--- config.mk ---
export PLATFORM = sky130hd
export DESIGN_NAME = reg_file_mp
export DESIGN_NICKNAME = d
export VERILOG_FILES = /design/src/rtl/reg_file_pkg.sv /design/src/rtl/reg_file_rd_port.sv /design/src/rtl/reg_file_mp.sv
export SDC_FILE = /design/constraint.sdc
export NUM_CORES = 2
export LEC_CHECK = 0
export CAP_MARGIN = 20
export CORE_UTILIZATION = 40
export CTS_CLUSTER_DIAMETER = 40
export CTS_CLUSTER_SIZE = 30
export DETAILED_ROUTE_END_ITERATION = 10
export HOLD_SLACK_MARGIN = 0.12
export SLEW_MARGIN = 30
export SYNTH_ARGS = -nofsm -noshare
export SYNTH_HDL_FRONTEND = slang
export SYNTH_SLANG_ARGS = --single-unit
--- constraint.sdc ---
create_clock -name clk -period 4.01 [get_ports clk]
set_input_delay 1.0025 -clock clk [delete_from_list [all_inputs] [get_ports clk]]
set_output_delay 1.0025 -clock clk [all_outputs]
set_load 0.02 [all_outputs]
--- src/rtl/reg_file_pkg.sv ---
// Shared constants and clear-controller state encoding for the multi-port register file.
package reg_file_pkg;

  localparam int DEF_XLEN = 32;
  localparam int DEF_NREG = 32;
  localparam int DEF_NRD  = 2;
  localparam int DEF_NWR  = 2;

  typedef enum logic {
    IDLE  = 1'b0,
    CLEAR = 1'b1
  } clr_state_e;

endpackage

--- src/rtl/reg_file_rd_port.sv ---
// One read port: stored value, overridden by same-cycle writes, forced to zero for x0 or while clearing.
module reg_file_rd_port
  import reg_file_pkg::*;
#(
  parameter int XLEN = DEF_XLEN,
  parameter int AW   = 5,
  parameter int NWR  = DEF_NWR
) (
  input  logic [AW-1:0]       addr,
  input  logic                zero,
  input  logic [XLEN-1:0]     stored,
  input  logic [NWR-1:0]      we,
  input  logic [NWR*AW-1:0]   w_addr,
  input  logic [NWR*XLEN-1:0] w_data,
  output logic [XLEN-1:0]     data
);

  always_comb begin
    data = stored;
    // Ascending scan so the highest-indexed matching write port wins.
    for (int k = 0; k < NWR; k++) begin
      if (we[k] && (w_addr[k*AW +: AW] == addr)) begin
        data = w_data[k*XLEN +: XLEN];
      end
    end
    if (zero || (addr == '0)) begin
      data = '0;
    end
  end

endmodule

--- src/rtl/reg_file_mp.sv ---
// Multi-port register file with write-to-read bypass and a sequential clear engine
// that presents an all-zero view while it walks the array.
module reg_file_mp
  import reg_file_pkg::*;
#(
  parameter int XLEN = DEF_XLEN,
  parameter int NREG = DEF_NREG,
  parameter int NRD  = DEF_NRD,
  parameter int NWR  = DEF_NWR
) (
  input  logic                              clk,
  input  logic                              rst,
  input  logic [NWR-1:0]                    we,
  input  logic [NWR*$clog2(NREG)-1:0]       w_addr,
  input  logic [NWR*XLEN-1:0]               w_data,
  input  logic [NRD*$clog2(NREG)-1:0]       r_addr,
  output logic [NRD*XLEN-1:0]               r_data,
  input  logic                              clr_req,
  output logic                              busy
);

  localparam int AW = $clog2(NREG);

  logic [XLEN-1:0] regs [NREG];
  clr_state_e      state;
  logic [AW-1:0]   cnt;

  // Clear controller: reset or clr_req starts a walk over x1..x(NREG-1).
  always_ff @(posedge clk) begin
    if (rst) begin
      state <= CLEAR;
      cnt   <= AW'(1);
      busy  <= 1'b1;
    end else begin
      case (state)
        IDLE: begin
          if (clr_req) begin
            state <= CLEAR;
            cnt   <= AW'(1);
            busy  <= 1'b1;
          end
        end
        CLEAR: begin
          cnt <= cnt + AW'(1);
          if (cnt == AW'(NREG - 1)) begin
            state <= IDLE;
            busy  <= 1'b0;
          end
        end
        default: begin
          state <= IDLE;
          busy  <= 1'b0;
        end
      endcase
    end
  end

  // Unified write path: user ports 0..NWR-1 plus the clear engine as port NWR.
  logic [NWR:0]    wen;
  logic [AW-1:0]   wadr_x [NWR+1];
  logic [XLEN-1:0] wdat_x [NWR+1];

  always_comb begin
    for (int k = 0; k < NWR; k++) begin
      wen[k]    = we[k] && (w_addr[k*AW +: AW] != '0) && !busy && !rst;
      wadr_x[k] = w_addr[k*AW +: AW];
      wdat_x[k] = w_data[k*XLEN +: XLEN];
    end
    wen[NWR]    = busy && !rst;
    wadr_x[NWR] = cnt;
    wdat_x[NWR] = '0;
  end

  // Later ports override earlier ones on an address collision.
  always_ff @(posedge clk) begin
    for (int k = 0; k <= NWR; k++) begin
      if (wen[k]) begin
        regs[wadr_x[k]] <= wdat_x[k];
      end
    end
  end

  logic zero_view;
  assign zero_view = rst || busy;

  for (genvar j = 0; j < NRD; j++) begin : g_rd
    logic [XLEN-1:0] stored;
    assign stored = regs[r_addr[j*AW +: AW]];

    reg_file_rd_port #(
      .XLEN (XLEN),
      .AW   (AW),
      .NWR  (NWR)
    ) u_rd (
      .addr   (r_addr[j*AW +: AW]),
      .zero   (zero_view),
      .stored (stored),
      .we     (we),
      .w_addr (w_addr),
      .w_data (w_data),
      .data   (r_data[j*XLEN +: XLEN])
    );
  end

endmodule

==> metrics.csv <==
stage,metric,value,unit
routing,num_vias,50300,
yosys,ys_ff_latch,1031,
yosys,syn_area,0.0604,mm^2
critical_path,worst-setup-path-type,input pin to output port,
sta,timing.final.crit_period,4230,ps
routing,routed_wl,256,mm
final_layout,layout-drive-gt1-share,33.2,%
floorplan,die_x,391,um
final_layout,area_growth,28.6,%
cts,cts-root-buf,clkbuf_16,
routing,wl_met1,89.5,mm
routing,ant_nets,0,
routing,dr_wl_met2,109,mm
routing,route.met3.wl,39.1,mm
yosys,synthDistinctLibCells,60,
global_routing,grt_pass1_wl,355,mm
placed_design,gp_congestion,0.938,
critical_path,end_kind,output port,
cts,cts_sinks,1031,
critical_path,worst_path_most_repeated_cell,buf_16,
global_routing,grt-ovfl-total,0,
routing,route.detailed.drc,0,
sta,max_freq,237,MHz
yosys,yosys-top-cells-count,"o21ai_0, nand2_1, edfxtp_1",
cts,clk_pin_slew,50,ps
critical_path,crit_buf_inv,6,
cts,cts_buffer_depth,3,
sta,slew_headroom,46.4,%
outcome,violations,negative setup slack,
floorplan,std_cell_rows,142,
final_layout,final_util,51.9,%
yosys,avgSynthCellArea,11.8,um^2
placed_design,place_ws,-818,ps
yosys,netlist.area_leader.share,50.9,%
floorplan,die_h,391,um
sta,setup_slack,-218,ps
min_path,min_path_type,flop to flop,
outcome,status,finished with violations,
yosys,synth_edf_count,1024,
critical_path,worstPathCellList,buf_16 > buf_12 > buf_16 > clkbuf_16 > mux4_2 > a22oi_2 > o21ai_0 > buf_4 > a221o_2 > buf_6,
floorplan,dieArea,0.153,mm^2
critical_path,cp.arrival,3230,ps
critical_path,r2r-start,busy$_SDFFE_PP1P_,
final_layout,finalNetCount,5569,
critical_path,max_stage_delay,510,ps
placed_design,placed_cell_area,0.0692,mm^2
yosys,synth_cells,5107,
routing,drt_iter0_drc,8112,
placed_design,io_buffer_count,153,
sta,min_period_over_period,105,%
global_routing,grt_usage,33.1,%
routing,highest_layer,met5,
global_routing,grt_pass1_vias,47600,
sta,setup_viol_count_final,64,
cts,cts_inserted_buffers,144,
cts,cts_tree,yes,
sta,fin_skew,47.6,ps
yosys,yosysSeqAreaShare,51.1,%
critical_path,cp-start-kind,input pin,
critical_path,required,3010,ps
cts,htree_num_levels,4,
power,leakage,25.4,nW
yosys,yosys.area.top_type,edfxtp_1,
cts,insertion_delay,820,ps
floorplan,io-pin-count,154,
sta,worst_hold_slack,577,ps
critical_path,path_max_fanout,7,
floorplan,start_util,40.3,%
power,peakVddDrop,430,uV
critical_path,crit_family,buffers and inverters,
sta,hold_viol,0,
yosys,syn_nets,5198,
sta,maxSlewViolCount,0,
cts,holdBufCountCts,0,
critical_path,cp_slowest_cell,mux4_2,
routing,detail_route.vias_per_cell,6.61,
global_routing,grt_antenna_before_repair,10,
yosys,synth_ff_type,edfxtp_1,
placed_design,dp_hpwl,158,mm
yosys,yosysMostFrequentCell,o21ai_0,
sta,tns,-7230,ps
critical_path,critPathLaunch,r_addr[0],
yosys,netlist_top_cells_area,"edfxtp_1, mux4_2, o21ai_0, nand2_1, clkbuf_1",
global_routing,grt_start_max_net_pins,65,
routing,avgRoutedWirePerCell,33.6,um
yosys,yosysWarnings,0,
floorplan,core-area,0.150,mm^2
final_layout,final_area,0.0777,mm^2
sta,worst_slew_pin_slew,804,ps
job,maxCapViolCount,0,
routing,dr.pass1.iters,9,
power,p_per_area,373,mW/mm^2
yosys,async_flop_share,0,%
min_path,min-delay-start,cnt[3]$_SDFFE_PP0P_,
sta,rsz0062_at_grt,yes,
-- final cells by class --
cell class                 count  area (um^2)
fill                       12500        72100
timing repair buffer         904        11000
tap                         2016         2520
clock buffer                 160         3770
inverter                      33          124
multi-input combinational   3364        28200
antenna                        5         12.5
clock inverter               103         1160
sequential                  1031        30900
-- cells by family after synthesis --
family | after synthesis | share of synthesized area [%]
buffers and inverters | 712 | 5.00
adder cells (fa/ha/maj) | 2 | 0.0414
AND/OR/NAND/NOR | 1211 | 8.34
XOR/XNOR | 20 | 0.290
AO/OA/AOI/OAI | 1484 | 13.9
multiplexers | 647 | 21.3
flip-flops | 1031 | 51.1
-- repair_timing --
item                                    4_1_cts  5_1_grt
gates resized for setup                     577      241
hold endpoints to repair                      0        0
pin swaps                                    73       72
buffers inserted                             94       44
gates cloned                                 15        5
endpoints found under the setup margin       64       64
-- layer usage --
layer / track usage [%] / up-vias
met2: 48.1 / 4358
met5: 0 / -
met3: 11.2 / 950
met4: 20.0 / 12
met1: 42.6 / 24600
li1: - / 20400
-- worst paths after layout --
check | depth (start not counted) | to | slack (ps)
hold / removal | 1 | cnt[3]$_SDFFE_PP0P_ | 580
hold reg to reg | 1 | cnt[3]$_SDFFE_PP0P_ | 580
setup / recovery | 10 | r_data[20] | -220
setup reg to reg | 5 | regs[16][12]$_DFFE_PP_ | 1320
-- where the power goes --
group | internal, W | leakage, nW | switching (W)
clock network | 0.00785 | 2.39 | 0.00545
registers | 0.0120 | 9.43 | 0.0000473
logic | 0.00159 | 13.6 | 0.00203
-- state kept, by name, indices dropped and copies added (netlist names) --
register / count
regs: 1024
state: 1
cnt: 5
busy: 1
-- through the flow --
step | total power (W) | instances
floorplan | 0.0139 | 5107
CTS | 0.0288 | 7576
global placement | 0.0153 | 7209
global route | 0.0295 | 7611
finish | 0.0289 | 7616
detailed placement | 0.0154 | 7209
-- cell usage in the layout, fill, tap and decap left out, drive strengths merged, types with 4 or more instances in the layout --
master / count
and2: 7
o21bai: 9
nand2b: 8
o2111ai: 63
mux4: 512
xnor2: 12
clkinvlp: 12
clkinv: 38
inv: 72
a21oi: 68
a221o: 62
o21ai: 1123
and4: 4
dlygate4sd2: 7
clkdlybuf4s50: 67
clkbuf: 166
bufinv: 14
nand3: 69
o22ai: 23
diode: 5
nor4: 8
edfxtp: 1024
buf: 819
mux2i: 133
xor2: 8
nand3b: 8
dfxtp: 7
nor3: 7
nand2: 1050
nor2: 32
a22oi: 124
Note: power is estimated with default switching activity, not from simulation.
